[src/rtl/lcd_timing_pkg.sv]
// Shared constants and helpers for the LCD timing generator.
// Holds the 800x480 panel timing, the line/frame total helpers and the
// colour-bar palette used by the optional test pattern.
package lcd_timing_pkg;

   // 800x480 panel timing (pixels / lines)
   localparam int LCD_H_ACTIVE = 800;
   localparam int LCD_H_FP     = 40;
   localparam int LCD_H_SYNC   = 128;
   localparam int LCD_H_BP     = 88;
   localparam int LCD_V_ACTIVE = 480;
   localparam int LCD_V_FP     = 1;
   localparam int LCD_V_SYNC   = 3;
   localparam int LCD_V_BP     = 21;

   // Colour bars, left to right
   localparam logic [23:0] BAR_WHITE   = 24'hFFFFFF;
   localparam logic [23:0] BAR_YELLOW  = 24'hFFFF00;
   localparam logic [23:0] BAR_CYAN    = 24'h00FFFF;
   localparam logic [23:0] BAR_GREEN   = 24'h00FF00;
   localparam logic [23:0] BAR_MAGENTA = 24'hFF00FF;
   localparam logic [23:0] BAR_RED     = 24'hFF0000;
   localparam logic [23:0] BAR_BLUE    = 24'h0000FF;
   localparam logic [23:0] BAR_BLACK   = 24'h000000;

   // One timing-pipeline stage: fetch request plus raw (unpolarised) sync flags
   typedef struct packed {
      logic req;
      logic hs;
      logic vs;
   } tstage_t;

   function automatic int h_total(input int active, input int fp, input int sync, input int bp);
      return active + fp + sync + bp;
   endfunction

   function automatic int v_total(input int active, input int fp, input int sync, input int bp);
      return active + fp + sync + bp;
   endfunction

   function automatic logic [23:0] bar_colour(input logic [2:0] idx);
      case (idx)
         3'd0:    return BAR_WHITE;
         3'd1:    return BAR_YELLOW;
         3'd2:    return BAR_CYAN;
         3'd3:    return BAR_GREEN;
         3'd4:    return BAR_MAGENTA;
         3'd5:    return BAR_RED;
         3'd6:    return BAR_BLUE;
         default: return BAR_BLACK;
      endcase
   endfunction

endpackage

[src/rtl/lcd_axis_cnt.sv]
// One timing axis: wrap counter ordered active, front porch, sync, back porch.
// Ports: clk/rst (sync, active-high), clr holds the count at 0, inc advances it;
// cnt is the position, active/sync flag the region, wrap is the carry-out.
module lcd_axis_cnt
   import lcd_timing_pkg::*;
#(
   parameter int ACTIVE = LCD_H_ACTIVE,
   parameter int FP     = LCD_H_FP,
   parameter int SYNC   = LCD_H_SYNC,
   parameter int BP     = LCD_H_BP,
   parameter int CW     = 11
) (
   input  logic          clk,
   input  logic          rst,
   input  logic          clr,
   input  logic          inc,
   output logic [CW-1:0] cnt,
   output logic          active,
   output logic          sync,
   output logic          wrap
);

   localparam int TOTAL = h_total(ACTIVE, FP, SYNC, BP);
   localparam logic [CW-1:0] LAST = CW'(TOTAL - 1);

   assign wrap   = inc && (cnt == LAST);
   // Compare at 32 bits so region bounds equal to 2^CW cannot alias to 0
   assign active = (32'(cnt) < ACTIVE);
   assign sync   = (32'(cnt) >= ACTIVE + FP) && (32'(cnt) < ACTIVE + FP + SYNC);

   always_ff @(posedge clk) begin
      if (rst || clr) begin
         cnt <= '0;
      end else if (inc) begin
         cnt <= wrap ? '0 : cnt + 1'b1;
      end
   end

endmodule

[src/rtl/lcd_timing_gen.sv]
// LCD panel timing generator: h/v counters, pixel fetch request, and a
// DATA_LAT-deep pipeline that aligns hsync/vsync/de/rgb with the fetched data.
// Ports: clk, rst (sync, active-high), en; pix_req/pix_x/pix_y/sof to the picture
// source, pix_data back from it; hsync/vsync/de/rgb to the panel.
// Optional build macro LCD_TIMING_TESTPAT_EN adds input tp_sel (colour bars).
module lcd_timing_gen
   import lcd_timing_pkg::*;
#(
   parameter int H_ACTIVE = LCD_H_ACTIVE,
   parameter int H_FP     = LCD_H_FP,
   parameter int H_SYNC   = LCD_H_SYNC,
   parameter int H_BP     = LCD_H_BP,
   parameter int V_ACTIVE = LCD_V_ACTIVE,
   parameter int V_FP     = LCD_V_FP,
   parameter int V_SYNC   = LCD_V_SYNC,
   parameter int V_BP     = LCD_V_BP,
   parameter bit HS_POL   = 1'b0,
   parameter bit VS_POL   = 1'b0,
   parameter int DATA_LAT = 1,
   parameter int CW       = 11
) (
   input  logic          clk,
   input  logic          rst,
   input  logic          en,
`ifdef LCD_TIMING_TESTPAT_EN
   input  logic          tp_sel,
`endif
   input  logic [23:0]   pix_data,
   output logic          pix_req,
   output logic [CW-1:0] pix_x,
   output logic [CW-1:0] pix_y,
   output logic          hsync,
   output logic          vsync,
   output logic          de,
   output logic [23:0]   rgb,
   output logic          sof
);

   localparam int H_TOTAL   = h_total(H_ACTIVE, H_FP, H_SYNC, H_BP);
   localparam int V_TOTAL   = v_total(V_ACTIVE, V_FP, V_SYNC, V_BP);
   localparam int MAX_TOTAL = (H_TOTAL > V_TOTAL) ? H_TOTAL : V_TOTAL;

   if (DATA_LAT < 0 || DATA_LAT > 3) begin : g_bad_lat
      $error("lcd_timing_gen: DATA_LAT must be 0..3");
   end
   if ((64'd1 << CW) < 64'(MAX_TOTAL)) begin : g_bad_cw
      $error("lcd_timing_gen: CW too narrow for H_TOTAL/V_TOTAL");
   end

   logic [CW-1:0] h_cnt, v_cnt;
   logic          h_act, h_sync, h_wrap;
   logic          v_act, v_sync;
   // Frame carry is not needed: sof is decoded from (0,0) so it also fires
   // on the first frame after reset or enable.
   logic          v_wrap_unused;

   lcd_axis_cnt #(.ACTIVE(H_ACTIVE), .FP(H_FP), .SYNC(H_SYNC), .BP(H_BP), .CW(CW)) u_h_cnt (
      .clk(clk), .rst(rst), .clr(~en), .inc(en),
      .cnt(h_cnt), .active(h_act), .sync(h_sync), .wrap(h_wrap)
   );

   lcd_axis_cnt #(.ACTIVE(V_ACTIVE), .FP(V_FP), .SYNC(V_SYNC), .BP(V_BP), .CW(CW)) u_v_cnt (
      .clk(clk), .rst(rst), .clr(~en), .inc(h_wrap),
      .cnt(v_cnt), .active(v_act), .sync(v_sync), .wrap(v_wrap_unused)
   );

   logic    in_active;
   tstage_t pipe [DATA_LAT+1];   // pipe[0] is the pix_req cycle
   logic [23:0] src_dat;

   assign in_active = en && h_act && v_act;
   assign pix_req   = pipe[0].req;

`ifdef LCD_TIMING_TESTPAT_EN
   // Bar colour rides a parallel pipe so bars have exactly the data timing
   logic [2:0]  bar_idx;
   logic [23:0] bar_pipe [DATA_LAT+1];

   always_comb begin
      bar_idx = '0;
      for (int k = 1; k < 8; k++) begin
         if (32'(h_cnt) >= (k * H_ACTIVE) / 8) bar_idx = bar_idx + 3'd1;
      end
   end

   always_ff @(posedge clk) begin
      if (rst) begin
         for (int i = 0; i <= DATA_LAT; i++) bar_pipe[i] <= '0;
      end else begin
         bar_pipe[0] <= bar_colour(bar_idx);
         for (int i = 1; i <= DATA_LAT; i++) bar_pipe[i] <= bar_pipe[i-1];
      end
   end

   assign src_dat = tp_sel ? bar_pipe[DATA_LAT] : pix_data;
`else
   assign src_dat = pix_data;
`endif

   always_ff @(posedge clk) begin
      if (rst) begin
         for (int i = 0; i <= DATA_LAT; i++) pipe[i] <= '0;
         pix_x <= '0;
         pix_y <= '0;
         sof   <= 1'b0;
         de    <= 1'b0;
         rgb   <= '0;
         hsync <= ~HS_POL;
         vsync <= ~VS_POL;
      end else begin
         // Sync flags gated by en so the panel outputs idle while disabled
         pipe[0] <= '{req: in_active, hs: en && h_sync, vs: en && v_sync};
         for (int i = 1; i <= DATA_LAT; i++) pipe[i] <= pipe[i-1];
         if (in_active) begin
            pix_x <= h_cnt;
            pix_y <= v_cnt;
         end
         sof   <= en && (h_cnt == '0) && (v_cnt == '0);
         // pix_data is valid while the request sits in the last stage
         de    <= pipe[DATA_LAT].req;
         rgb   <= pipe[DATA_LAT].req ? src_dat : 24'h000000;
         hsync <= pipe[DATA_LAT].hs ? HS_POL : ~HS_POL;
         vsync <= pipe[DATA_LAT].vs ? VS_POL : ~VS_POL;
      end
   end

endmodule

[config.mk]
export PLATFORM = sky130hd
export DESIGN_NAME = lcd_timing_gen
export DESIGN_NICKNAME = d
export VERILOG_FILES = /design/src/rtl/lcd_timing_pkg.sv /design/src/rtl/lcd_axis_cnt.sv /design/src/rtl/lcd_timing_gen.sv
export SDC_FILE = /design/constraint.sdc
export NUM_CORES = 1
export LEC_CHECK = 0
export BUFFER_PORTS_ARGS = -buffer_cell sky130_fd_sc_hd__buf_2
export CORE_MARGIN = 2
export CORE_UTILIZATION = 47
export DETAILED_ROUTE_END_ITERATION = 8
export GPL_TIMING_DRIVEN = 0
export PLACE_DENSITY = 0.87
export SKIP_LAST_GASP = 1
export SLEW_MARGIN = 10
export SYNTH_ARGS = -nofsm -noshare
export SYNTH_HDL_FRONTEND = slang
export SYNTH_SLANG_ARGS = --single-unit
[constraint.sdc]
create_clock -name clk -period 2.3 [get_ports clk]
set_input_delay 0.115 -clock clk [delete_from_list [all_inputs] [get_ports clk]]
set_output_delay 0.115 -clock clk [all_outputs]
set_load 0.02 [all_outputs]
# Word level (Yosys, flattened, before mapping)
# Memory sizes are Yosys's and may differ from the RTL's.
# Cells that the tools add are included.
# Widths: inputs -> output; s select.
dict set report totals {
  mem_bits_rw 6
  word_cells 47
  memories 1
  inputBits 27
  output_inout_bits 51
  regBits 72
  romBits 0
  latchBits 0
}
dict set report op_classes {
  bitwise 4
  n_eq_ne 2
  order_cmp 6
  mux 9
  n_reduce_logical 14
  shift 0
  n_mul 0
  add_sub_neg 2
  div_mod_pow 0
}
# name words word_bits rd rd_ports_with_merged_regs wr line
set memory_table {}
lappend memory_table {pipe 2 3 2 0 2 lcd_timing_gen.sv:68} ;# tstage_t pipe [DATA_LAT+1];
# cell count
set ops {}
lappend ops {{$add 11x1->11 const B} 2}
lappend ops {{$logic_not 11->1} 2}
lappend ops {{$lt 11x10->1 const B} 2}
lappend ops {{$lt 11x9->1 const B} 2}
lappend ops {{$mux 11} 2}
lappend ops {{$eq 11x11->1 const B} 1}
lappend ops {{$eq 11x9->1 const B} 1}
lappend ops {{$ge 11x10->1 const B} 1}
lappend ops {{$ge 11x9->1 const B} 1}
lappend ops {{$logic_and 1x1->1} 10}
lappend ops {{$mux 3} 2}
lappend ops {{$mux 1} 5}
lappend ops {{$not 1->1} 2}
lappend ops {{$or 1x1->1} 2}
lappend ops {{$reduce_or 2->1} 1}
lappend ops {{$logic_or 1x1->1} 1}

# Longest topological paths before layout
dict set report depth {
  word_depth 4
  depth_mapped 7
  depth_no_buf 6
}

# Cells and area by module
# Synthesis repeated with hierarchy kept, for this count alone.
dict set report unflattened {
  cells_unflattened 315
  hier_area_um2 2981.6
}
# mod n_inst area_each_um2 seq_area_each_um2 cells_each
set modules_own_cells {}
lappend modules_own_cells {lcd_timing_gen 1 1755.4 1121.1 176}
lappend modules_own_cells {{lcd_axis_cnt at u_v_cnt} 1 635.6 220.2 69}
lappend modules_own_cells {{lcd_axis_cnt at u_h_cnt} 1 590.6 220.2 70}

# Worst setup path before layout
# Ideal clock, no wire load.
dict set report synth_timing {
  path_type {reg2reg}
  start {register u_h_cnt.cnt[6]}
  end {register u_v_cnt.cnt[10]}
  required_ns 2.170
  arrival_ns 1.996
  path_stages_with_launch 8
  synth_period_minus_slack_ns 2.126
  path_slack_ns 0.174
  path_buffers 3
  setup_ns 0.130
  cell_sequence {dfxtp_1 > or4_1 > buf_2 > or3_1 > buf_2 > buf_2 > o41ai_1 > a21oi_1}
}
dict set report synth_between {
  elab_chain_len 4
}
# item line
set synth_rtl {}
lappend synth_rtl {{start: declaration} lcd_axis_cnt.sv:17} ;# output logic [CW-1:0] cnt,
lappend synth_rtl {{start signal: assignment} lcd_axis_cnt.sv:35} ;# cnt <= wrap ? '0 : cnt + 1'b1;
lappend synth_rtl {{$eq 11x11->1 (*)} lcd_axis_cnt.sv:26} ;# assign wrap = inc && (cnt == LAST);
lappend synth_rtl {{$logic_and 1x1->1 (*)} lcd_axis_cnt.sv:26}
lappend synth_rtl {{$logic_and 1x1->1} lcd_axis_cnt.sv:26}
lappend synth_rtl {{$mux 11} lcd_axis_cnt.sv:35}
lappend synth_rtl {{end signal: assignment} lcd_axis_cnt.sv:35}
lappend synth_rtl {{end: declaration} lcd_axis_cnt.sv:17}
# Mark *: on every way between the ends. The rest lies on a longest branch, timed or not.
# A chain may end at the register's enable or synchronous reset.

# Worst setup path after layout
dict set report layout_timing {
  start {register u_h_cnt.cnt[6]}
  end {register u_v_cnt.cnt[8]}
}
# Same word-level chain as after synthesis.

==> results.md <==
- The power per cell area is around 690 nW/µm².
- Of the total power, the clock network draws 0.447.
- The worst endpoint required time is roughly 2600 ps.
- The number of non-filler instances in the completed layout is between 400 and 500.
- The initialized floorplan defines 29 standard-cell rows.
- Setup repair after global routing could not meet its margin everywhere.
- Of the cells placed in the final design, the portion with a size suffix greater than 1 is 0.247.
- Cell internal power was estimated by the tool at around 2.2 mW.
- Routability-driven placement finished with a final weighted congestion of 0.873.
- Of the total power, the share spent switching nets is 0.212.
- The floorplan step defined a die boundary enclosing approximately 7000 µm².
- The Yosys step of the flow raised 0 warnings.
- For this design the total switching power over the nets is approximately 0.6 mW.
- The final count of pins violating max slew was 0.
- The clock skew after layout is between 9 and 10 ps.
- Entering global routing, the biggest net connects 14 pins.
- The CTS tree is built.
- The die is between 80 and 90 µm wide.
- The critical path start-end classification is reg2reg.
- The reported leakage power is 1.67 nW.
- Synthesis instantiated 33 different standard cells from the library.
- Of the post-synthesis cell area, the dominant cell type holds 0.523.
- For the worst setup path, the data arrival time is 2520 ps.
- Yosys attributes the largest share of cell area to sky130_fd_sc_hd__dfxtp_1, sky130_fd_sc_hd__nand2b_1, sky130_fd_sc_hd__mux2i_1.
- In this run the count of I/O pins placed on the die edge is 78.
- The share of total power dissipated in sequential elements is 0.497.
- The largest total area in the synthesized netlist belongs to sky130_fd_sc_hd__dfxtp_1.
- The critical path goes through or4_1 > buf_2 > or3_1 > buf_2 > or4b_1 > a21oi_2.
- The detailed router's first-iteration violation count is about 120.
- After detailed placement, the design holds a cell count of roughly 450.
- Clock-pin slew was measured on the worst setup and hold paths at about 80 ps.
- The total global routing track utilization is 0.209.
- Together, buffers and inverters on the worst path number 2.
- In the finished design, the share of the clock period the worst path needs comes to 0.971.
- The longest clock path from root to sink contains 2 buffers.
- The worst min-delay path class is in2reg.
- The H-tree generated during clock tree synthesis spans 3 levels.
- The HPWL after detailed placement is around 4.4 mm.
- The share of the Yosys chip area taken by registers is 0.523.
- The worst-skew pair later-pin latency is around 350 ps.
- The flow ran to the end, and the final reports show no timing, DRC or antenna violations.
- The number of filler cells placed in the layout is around 460.
- The maximum clock rate is about 450 MHz.
- The post-synthesis to final-layout area growth is 33.3%.
- For the pin with the worst max-slew slack, the measured transition is about 710 ps.
- The number of antenna violations at the first check in global routing is 0.
- The delay of the slowest cell on the worst path is roughly 500 ps.
- The core region is ~6200 µm².
- The worst reg2reg path endpoint is u_v_cnt.cnt[8].
- The synthesized area per cell is 9.98 µm².
- After detailed routing, the number of vias per cell comes to around 5.1.
- In this run the worst setup path begins at u_h_cnt.cnt[6].
- For this block, the via count after detailed routing is 2,501.
- The antenna cell count is 0.
- The wire length of the first global-routing pass is about 12 mm.
- The endpoint of the most critical setup path is u_v_cnt.cnt[8].
- In the final timing run, aggregate negative setup slack is 0 ps.
- The type of element launching the critical path is a flip-flop.
- The initial standard-cell utilization of the core is 0.478.
- The number of cell instances on the worst register-to-register path is 6.
- The final net count is 444.
- The number of nets with antenna violations after detailed routing is 0.
- The hold violation count in the final report is 0.
- The clock buffer count from CTS is 9.
- The final instance area is around 4000 µm².
- The final hold slack is approximately 190 ps.
- Summing every instance area after synthesis gives around 3000 µm².
- The worst ir drop on vdd is around 580 µV.
- Setup violations remaining at the end of the flow were counted as 0.
- The worst register-to-register path begins at u_h_cnt.cnt[6].
- Counting I/O delays and the setup requirement, the final critical path takes roughly 2200 ps.
- The library cell used as clock root buffer is sky130_fd_sc_hd__clkbuf_8.
- The number of sinks driven by the clock tree is between 70 and 80.
- Setup slack on the worst reg-to-reg path comes out at 70 ps.
- The height of the die is roughly 84 µm.
- The cell count along the critical path is 6.
- The critical path's top delay family is simple AND/OR/NAND/NOR gates.
- Across the run, the number of max-cap violations was 0.
- After detailed routing, the number of remaining DRC violations is 0.
- The first detailed-routing pass ran for 4 iterations.
- The total wire length is ~7 mm.
- The routed length per instance is between 10 and 15 µm.
- The maximum fanout encountered on the critical timing path is 8.
- The share of power burned in combinational logic is 0.056.
- The post-detailed-placement cell area is ~3500 µm².
- The worst pin sits at a relative slew slack of 0.524.
- The net count of the mapped netlist is between 300 and 400.
- The most frequent cell on the critical path is sky130_fd_sc_hd__buf_2.
- The type of destination of the critical path is a flip-flop.
- For this run the aggregate overflow at the end of global routing stands at 0.
- The total of buffers placed on input and output ports is just under 80.
- After synthesis the netlist holds a flip-flop and latch count of between 70 and 80.
- The synthesized instance count is approximately 300.
- The via count of the first global-routing pass is 2,358.
- The cell type of the slowest stage on the worst timing path is sky130_fd_sc_hd__or4_1.
-- synth_stat cells --
library cell / n
sky130_fd_sc_hd__dfxtp_1: 78
sky130_fd_sc_hd__nand2b_1: 41
sky130_fd_sc_hd__and2_1: 24
sky130_fd_sc_hd__mux2i_1: 19
sky130_fd_sc_hd__nor2_1: 17
sky130_fd_sc_hd__nand2_1: 15
sky130_fd_sc_hd__clkbuf_1: 10
sky130_fd_sc_hd__a21oi_1: 8
sky130_fd_sc_hd__nand4_1: 7
sky130_fd_sc_hd__xnor2_1: 7
sky130_fd_sc_hd__nor2b_1: 6
sky130_fd_sc_hd__or4_1: 6
sky130_fd_sc_hd__xor2_1: 6
sky130_fd_sc_hd__ha_1: 5
sky130_fd_sc_hd__nand3_1: 5
sky130_fd_sc_hd__nor3_1: 5
sky130_fd_sc_hd__buf_2: 4
sky130_fd_sc_hd__inv_1: 4
sky130_fd_sc_hd__nor4_1: 4
sky130_fd_sc_hd__nor4b_1: 4
sky130_fd_sc_hd__or3_1: 4
sky130_fd_sc_hd__and4_1: 3
sky130_fd_sc_hd__nor3b_1: 3
sky130_fd_sc_hd__o31ai_1: 3
sky130_fd_sc_hd__and3_1: 2
sky130_fd_sc_hd__o41ai_1: 2
sky130_fd_sc_hd__a31oi_1: 1
sky130_fd_sc_hd__nand3b_1: 1
sky130_fd_sc_hd__o21ai_0: 1
sky130_fd_sc_hd__o21ai_2: 1
sky130_fd_sc_hd__o21bai_1: 1
sky130_fd_sc_hd__or2b_1: 1
sky130_fd_sc_hd__or4b_1: 1
-- metal layers --
layer  GRT usage  wire [µm]
met1       0.254       3120
met3      0.0623        410
met2       0.353       3450
met5           0          0
met4      0.0704         92
-- repair_timing --
item | in CTS | in global routing
resized for setup | 1 | 7
hold endpoints to repair | 23 | 1
setup endpoints to repair | 10 | 27
buffers inserted | 1 | 0
hold buffers | 23 | 1
-- per-stage QoR --
step	setup slack, ps	utilization	total power [mW]
2_1_floorplan	174	-	1.47
4_1_cts	9.80	0.633	2.76
5_1_grt	-28.8	0.637	2.83
6_report	67.7	0.637	2.75
3_5_place_dp	-56.7	0.555	1.52
3_3_place_gp	-94.6	0.555	1.52
-- sequential cells by signal, indices dropped and copies added (netlist names) --
register	flops
u_v_cnt.cnt	11
u_h_cnt.cnt	11
de	1
vsync	1
pix_y	11
hsync	1
rgb	24
sof	1
pipe	6
pix_x	11
-- worst min path at each step --
| stage | from | to | cells past startpoint |
|---|---|---|---|
| 6_report | en | u_v_cnt.cnt[10] | 3 |
| 5_1_grt | en | u_v_cnt.cnt[10] | 3 |
| 4_1_cts | pix_data[23] | rgb[23] | 2 |
| 3_5_place_dp | pix_data[11] | rgb[11] | 2 |
| 3_3_place_gp | pix_data[14] | rgb[14] | 2 |
| 2_1_floorplan | pix_data[0] | rgb[0] | 1 |
-- final cells by class --
type                    instances  area, µm²  area share
flip-flops and latches         78       1560       0.393
multi-input cells             203       1370       0.345
repair buffers                102        633       0.159
clock buffers                  11        131      0.0331
clock inverters                 5        106      0.0268
well taps                      77       96.3      0.0242
plain buffers                  14       58.8      0.0148
inverters                       4       15.0     0.00378
-- cells in the final DEF (no fill, tap or decap), types with 4 or more instances in the layout --
master | synthesis | routed
sky130_fd_sc_hd__a21oi_1 | 8 | 7
sky130_fd_sc_hd__and2_1 | 24 | 24
sky130_fd_sc_hd__buf_2 | 4 | 81
sky130_fd_sc_hd__clkbuf_1 | 10 | 11
sky130_fd_sc_hd__clkbuf_8 | 0 | 9
sky130_fd_sc_hd__dfxtp_1 | 78 | 76
sky130_fd_sc_hd__dlygate4sd3_1 | 0 | 24
sky130_fd_sc_hd__ha_1 | 5 | 5
sky130_fd_sc_hd__inv_1 | 4 | 4
sky130_fd_sc_hd__mux2i_1 | 19 | 19
sky130_fd_sc_hd__nand2_1 | 15 | 14
sky130_fd_sc_hd__nand2b_1 | 41 | 41
sky130_fd_sc_hd__nand3_1 | 5 | 5
sky130_fd_sc_hd__nand4_1 | 7 | 7
sky130_fd_sc_hd__nor2_1 | 17 | 17
sky130_fd_sc_hd__nor2b_1 | 6 | 6
sky130_fd_sc_hd__nor3_1 | 5 | 5
sky130_fd_sc_hd__nor4_1 | 4 | 4
sky130_fd_sc_hd__nor4b_1 | 4 | 4
sky130_fd_sc_hd__or3_1 | 4 | 4
sky130_fd_sc_hd__or4_1 | 6 | 6
sky130_fd_sc_hd__xnor2_1 | 7 | 7
sky130_fd_sc_hd__xor2_1 | 6 | 6
-- logic make-up (layout without fill, tap and decap cells) --
kind of cell	count (synthesis)	after routing	synth area share
muxes	19	19	0.0638
and+or+nand+nor	149	149	0.293
buffers and inverters	18	136	0.0243
AOI/OAI and AO/OA	17	17	0.0361
DFF	78	78	0.523
xor gates and xnor gates	13	13	0.0382
adders and majority gates	5	5	0.0210
-- power groups by stage --
stage          clock [mW]  sequential [mW]  combinational, mW
2_1_floorplan           0             1.41             0.0547
3_3_place_gp            0             1.40              0.117
3_5_place_dp            0             1.40              0.117
4_1_cts              1.24             1.37              0.149
5_1_grt              1.30             1.37              0.166
6_report             1.23             1.37              0.154
-- worst min-delay path: cells and delay by family --
| kind | cells | cell delay [ps] |
|---|---|---|
| AO/OA/AOI/OAI | 1 | 60 |
| buffers and inverters | 1 | 130 |
| AND/OR/NAND/NOR | 1 | 190 |
(Power assumes the default switching activity.)
